--- src/rtl/dispatch_buffer.sv ---
// -----------------------------------------------------------------------------
// dispatch_buffer
//
// Decoupling FIFO between decode and the out-of-order core. Up to N compacted
// decode lanes are written per cycle. The N oldest entries are presented, in
// program order, to the dispatch port. The core either takes every presented
// lane or none of them.
//
// Ports
//   clock              single clock; all state changes on its rising edge
//   reset              asynchronous active-low reset
//   in_valid  [N]      decode lane valids (compacted, lane 0 oldest)
//   in_entry  [N]      decode lane payloads, ENTRY_W bits each
//   in_ready           at least N free slots (registered count only)
//   out_valid [N]      dispatch lane valids (compacted)
//   out_entry [N]      oldest entries, lane 0 is the head
//   structural_hazard  core cannot take a dispatch this cycle
//   squash             discard all contents at the next edge
//   count              occupied entries, registered
// -----------------------------------------------------------------------------
`ifndef N
`define N 2
`endif

module dispatch_buffer #(
    parameter int N       = `N,
    parameter int DEPTH   = 8,
    parameter int ENTRY_W = 128,
    parameter int CNT_W   = $clog2(DEPTH + 1)
) (
    input  logic                        clock,
    input  logic                        reset,
    input  logic [N-1:0]                in_valid,
    input  logic [N-1:0][ENTRY_W-1:0]   in_entry,
    output logic                        in_ready,
    output logic [N-1:0]                out_valid,
    output logic [N-1:0][ENTRY_W-1:0]   out_entry,
    input  logic                        structural_hazard,
    input  logic                        squash,
    output logic [CNT_W-1:0]            count
);

    localparam int                PTR_W     = $clog2(DEPTH);
    localparam logic [CNT_W-1:0]  READY_MAX = CNT_W'(DEPTH - N);
    localparam logic [CNT_W-1:0]  LANES     = CNT_W'(N);

    logic [ENTRY_W-1:0] mem_q [DEPTH];
    logic [PTR_W-1:0]   head_q, head_d;
    logic [PTR_W-1:0]   tail_q, tail_d;
    logic [CNT_W-1:0]   count_q, count_d;

    logic               enq;
    logic               deq;
    logic [CNT_W-1:0]   k_in;
    logic [CNT_W-1:0]   k_acc;
    logic [CNT_W-1:0]   d_take;

    // Readiness looks only at registered occupancy; a same-cycle dispatch is
    // ignored, so the buffer stalls one cycle early with N-1 slots free.
    assign in_ready = (count_q <= READY_MAX);
    assign count    = count_q;

    assign enq = in_ready && !squash;
    assign deq = !structural_hazard && !squash;

    // Lane count offered by decode. Lanes are compacted, so the popcount is
    // also the index of the first invalid lane.
    always_comb begin
        k_in = '0;
        for (int i = 0; i < N; i++) begin
            k_in = k_in + CNT_W'(in_valid[i]);
        end
    end

    assign k_acc  = enq ? k_in : '0;
    assign d_take = !deq ? '0 : ((count_q < LANES) ? count_q : LANES);

    // Presentation is purely from registered state; there is no bypass from
    // the decode lanes.
    always_comb begin
        out_valid = '0;
        out_entry = '0;
        for (int i = 0; i < N; i++) begin
            out_valid[i] = (CNT_W'(i) < count_q) && !squash;
            out_entry[i] = mem_q[head_q + PTR_W'(i)];
        end
    end

    // Next-state pointers and occupancy. Squash overrides both the enqueue
    // and the dispatch of the same cycle.
    always_comb begin
        head_d  = head_q;
        tail_d  = tail_q;
        count_d = count_q;
        if (squash) begin
            head_d  = '0;
            tail_d  = '0;
            count_d = '0;
        end else begin
            // Pointers wrap modulo DEPTH by natural overflow.
            head_d  = head_q + PTR_W'(d_take);
            tail_d  = tail_q + PTR_W'(k_acc);
            count_d = count_q + k_acc - d_take;
        end
    end

    // NOTE: sequential state uses non-blocking assignments so every register
    // samples the pre-edge values regardless of statement order.
    always_ff @(posedge clock or negedge reset) begin
        if (!reset) begin
            head_q  <= '0;
            tail_q  <= '0;
            count_q <= '0;
        end else begin
            head_q  <= head_d;
            tail_q  <= tail_d;
            count_q <= count_d;
        end
    end

    // NOTE: the storage array has no reset; validity is carried entirely by
    // count_q, so clearing the payload words would only cost reset fan-out.
    always_ff @(posedge clock) begin
        for (int i = 0; i < N; i++) begin
            if (enq && (CNT_W'(i) < k_in)) begin
                mem_q[tail_q + PTR_W'(i)] <= in_entry[i];
            end
        end
    end

endmodule

--- config.mk ---
export PLATFORM = sky130hd
export DESIGN_NAME = dispatch_buffer
export DESIGN_NICKNAME = d
export VERILOG_FILES = /design/src/rtl/dispatch_buffer.sv
export SDC_FILE = /design/constraint.sdc
export NUM_CORES = 2
export LEC_CHECK = 0
export BUFFER_PORTS_ARGS = -buffer_cell sky130_fd_sc_hd__buf_4
export CORE_MARGIN = 1
export CORE_UTILIZATION = 50
export DETAILED_ROUTE_END_ITERATION = 6
export PLACE_DENSITY = 0.76
export SYNTH_ARGS = -nofsm -noshare
export SYNTH_HDL_FRONTEND = slang
export SYNTH_SLANG_ARGS = --single-unit
--- constraint.sdc ---
create_clock -name clock -period 9.3 [get_ports clock]
set_clock_uncertainty 0.15 [all_clocks]
set_input_delay 0 -clock clock [delete_from_list [all_inputs] [get_ports clock]]
set_output_delay 0 -clock clock [all_outputs]
set_load 0.005 [all_outputs]
After elaboration in Yosys (flattened, before gate mapping)
Memory sizes are Yosys's and may differ from the RTL's.
Index checks and enable logic that the tools add are counted.

operators by class
  add/subtract/negate cells = 7
  $lt $le $gt $ge = 6
  multiplexer cells = 10
  reduce and logical (&&, ||, !) cells = 8

operator list
  operator                                                        number
  two-way mux 4 bit                                               3
  < comparator 1 x 4 -> 1 bit, first input constant               2
  adder 3 x 1 -> 3 bit, second input constant                     2
  logical AND 1 bit                                               6
  two-way mux 3 bit                                               2
  adder 4 x 2 -> 4 bit                                            1
  less-or-equal comparator 4 x 3 -> 1 bit, second input constant  1
  < comparator 1 x 2 -> 1 bit, first input constant               2
  < comparator 4 x 2 -> 1 bit, second input constant              1
  two-way mux 1 bit                                               4
  subtractor 4 bit                                                1
  adder 3 x 2 -> 3 bit                                            1
  adder 3 bit                                                     1
  adder 1 x 1 -> 2 bit                                            1
  zero test 1 bit                                                 2
  two-way mux 2 bit                                               1

word-level totals
  register bits = 10
  RAM bits = 1024
  input port bits = 262
  output and inout bits = 263
  logic and storage cells = 35
  memories kept = 1

memory list
  name   words  bits a word  read ports  clocked after Yosys merged registers in  wr ports  RTL line  text
  mem_q  8      128          2           0                                        2         47        logic [ENTRY_W-1:0] mem_q [DEPTH];

Longest topological paths before layout
  depth after elaboration = 6
  mapped depth = 12
  gate-level depth less buffers = 12

Least setup slack after synthesis
No wires, ideal clock.

  kind = register -> register
  start point = register tail_q[0]
  end point = memory mem_q[6][0], enable pin
  library setup time = 0.658 ns
  arrival = 7.274 ns
  required time = 8.492 ns
  slack = 1.218 ns
  stages on the path, launching flop included = 5
  buffers on the path = 0
  period minus slack after synthesis = 8.082 ns
  cells stage by stage = dfrtp_1 > ha_1 > xor2_1 > nand3_1 > a21oi_1

RTL lines
  item                    RTL line  text
  start, declared         49        logic [PTR_W-1:0] tail_q, tail_d;
  start signal, assigned  116       tail_q <= tail_d;
  end, declared           47

==> flow_summary.toml <==
[status]
outcome = "complete, no violations"

[timing]
worst_pin_slew_ns = 1.12
grt_setup_unrepaired = "no"
final.period_utilization_pct = 58.5
hold_viol = 0
setup_ws_ns = 3.86
finalSetupTns_ns = 0
slew_violations = 0
setup_violations = 0
fmax_ghz = 0.184
slew_headroom_pct = 25.0
finalCriticalPeriod_ns = 5.44

[placed_design]
numPortBuffers = 524
gp_congestion = 0.802
placed_area_sq_um = 64800
dp_hpwl_mm = 91.0
pre_cts_ws_ns = 4.63

[final_layout]
area_growth_syn_to_layout_pct = 22.2
drive_above_1_share_pct = 61.6
final_cell_area_sq_um = 73000
final_nets = 4359

[logic_synthesis]
synth_simple_gate_area_share_pct = 0.456
yosys.area_share.adder_pct = 0.385
ys_async_sr_fraction_pct = 0.967
yosysWarningCount = 0
synth_top_area_share_pct = 51.5
synth-compound-area-share_pct = 0.130
ys_ff_latch = 1034
yosysSeqAreaShare_pct = 51.9
postSynthAreaPerCell_sq_um = 18.7
syn_inst = 3189
syn_area_sq_um = 59800
synth_top_area_cell = "edfxtp_1"
synth_edf_count = 1024
synthMuxAreaShare_pct = 44.2
synth_xor_area_share_pct = 0.117
synth_cell_types = 35
synth.most_common_cell = "mux2_2"
synth_nets = 3467
synth-main-ff-cell = "edfxtp_1"
synth_top_family_by_area = "multiplexers"
synth_common_cells = "mux2_2 (1160), edfxtp_1 (1024), mux4_2 (512)"
ys_top_cells_by_area = "edfxtp_1 (51%), mux2_2 (22%), mux4_2 (19%)"

[routing]
vias = 36600
drtAntennaViolNets = 0
via_per_inst = 6.39
route.detailed.drc = 0
routedWlPerCell_um = 29.5
dr.pass1.iters = 5
drt_wl_total_mm = 168
drtIter0Drc = 3311

[floorplan]
fp.dieW_um = 348
die_y_um = 348
num_rows = 126
initial_core_util_pct = 50.5
fp.coreArea_sq_um = 118000
pin_count = 525
die_area_sq_um = 121000

[global_routing]
overflow = 0
grt_antenna_before_repair = 23
grt_use_total_pct = 27.6
grt-busiest-layer = "met2"
met2_usage_pct = 45.3
grt_pass1_vias = 38200
grtUsageMet1_pct = 37.0
grt_pass1_wl_mm = 248
use_met3_pct = 5.80
grt_start_max_net_pins = 135

[hold_path]
hold_path_class = "input port to flip-flop"
min_from = "in_entry[193]"

[worst_setup_path]
critPathLaunchType = "flip-flop"
endpoint_kind = "primary output"
r2r_start = "tail_q[0]$_DFF_PN0_"
cp-startpoint = "head_q[0]$_DFF_PN0_"
crit_chain = "buf_4 > buf_4 > buf_12 > mux4_2 > mux2_2 > buf_4"
crit_arrival_ns = 5.29
worstPathMaxFanout = 134
reg2reg_slack_ns = 4.20
worstPathRequired_ns = 9.15
critPathKind = "flip-flop to primary output"
critPathMaxStageDelay_ns = 0.87
slowest_stage = "dfrtp_4"
crit_top_cell = "buf_4"

[clock_network]
cts_tree = "built"
clockRootBuffer = "clkbuf_16"
clk-insertion-delay-late_ns = 0.71
clock_path_buffers = 3
numCtsBuffers = 110
htreeDepth = 3
clock_sinks = 1034
clk_pin_slew_ns = 0.06

[power_and_ir_drop]
report.power.total_mw = 14.2
p_leak_nw = 24.5
peakVddDrop_v = 0.000174
power.density_nw_per_um2 = 194

[run]
max-cap-violations = 0
logic make-up after synthesis:
kind of cell / after synthesis
AO/OA/AOI/OAI: 12
AND/OR/NAND/NOR: 51
buffers and inverters: 276
adder cells (fa/ha/maj): 16
flip-flops: 1034
multiplexers: 1792
XOR/XNOR: 8
metrics by stage:
stage	hold WS, ns	cells	util [%]
global placement	-0.309	5051	54.8
global route	0.0356	5714	61.8
floorplan	-0.446	3189	-
finish	0.0378	5718	61.8
detailed placement	-0.305	5051	54.8
CTS	0.000452	5704	61.7
cells in the final DEF, fill, tap and decap left out, types with 2 or more instances in the layout:
cell,synthesis,final
clkbuf_1,53,21
xor2_1,4,3
buf_12,11,11
mux4_2,512,512
buf_4,42,573
fa_1,4,4
mux2_4,120,120
a32oi_1,2,2
bufinv_16,0,16
a21oi_1,6,2
nand3_4,0,3
ha_1,12,11
edfxtp_1,1024,1024
clkinv_8,0,2
clkbuf_16,0,113
clkinv_1,0,13
nand2b_1,2,2
nand3_1,9,6
nor2_4,0,8
mux2_2,1160,1160
a21oi_4,0,4
xnor2_1,4,4
dlygate4sd3_1,0,454
inv_1,17,17
nor2b_1,6,6
diode_2,0,14
clkinvlp_4,0,7
dfrtp_4,0,3
dfrtp_1,10,7
nor2_1,22,14
clkbuf_8,0,5
nand2_1,3,3
clkinv_2,0,20
nand3b_1,3,3
critical path: cells and delay by family, from the launching register on:
kind                   cells  cell delay [ns]
flip-flops                 1             0.87
multiplexers               2             0.94
buffers and inverters      4             2.32
final timing paths:
check,end,depth (start not counted)
min reg2reg,count[0]$_DFF_PN0_,2
max in group asynchronous,head_q[2]$_DFF_PN0_,3
max,out_entry[172],6
max reg2reg,mem_q[7][11]$_DFFE_PP_,8
min,mem_q[5][65]$_DFFE_PP_,3
min in group asynchronous,tail_q[0]$_DFF_PN0_,3
flip-flops by register name, indices dropped and copies added, names as in the netlist:
name	cells
count	4
head_q	3
mem_q	1024
tail_q	3
layout make-up:
cell class / instances / area [sq um]
Fill cell: 8449 / 45200
Sequential cell: 1034 / 31000
Multi-Input combinational cell: 1879 / 27200
Timing Repair Buffer: 1038 / 9070
Clock buffer: 139 / 2980
Tap cell: 1536 / 1920
Clock inverter: 60 / 732
Inverter: 18 / 67.6
Antenna cell: 14 / 35.0
power by group:
part	switching, mW	total (mW)	leakage (nW)	internal (mW)
Clock	1.89	4.58	1.80	2.69
Sequential	0.136	5.57	9.40	5.43
Combinational	1.84	4.02	13.3	2.18
Total	3.86	14.2	24.5	10.3
per-layer routing:
layer  up-vias  share of wire (%)
met3       306                9.0
met4        20                2.9
met5         -              0.074
met1     19300                 39
met2      1734                 49
li1      15200                  -
what timing repair did:
| action | CTS | global route |
|---|---|---|
| hold buffers | 454 | 0 |
| setup buffers | 0 | 0 |
| endpoints found under the hold margin | 1055 | 0 |
| resized for setup | 0 | 0 |
Note: power is estimated with default switching activity, not from simulation.
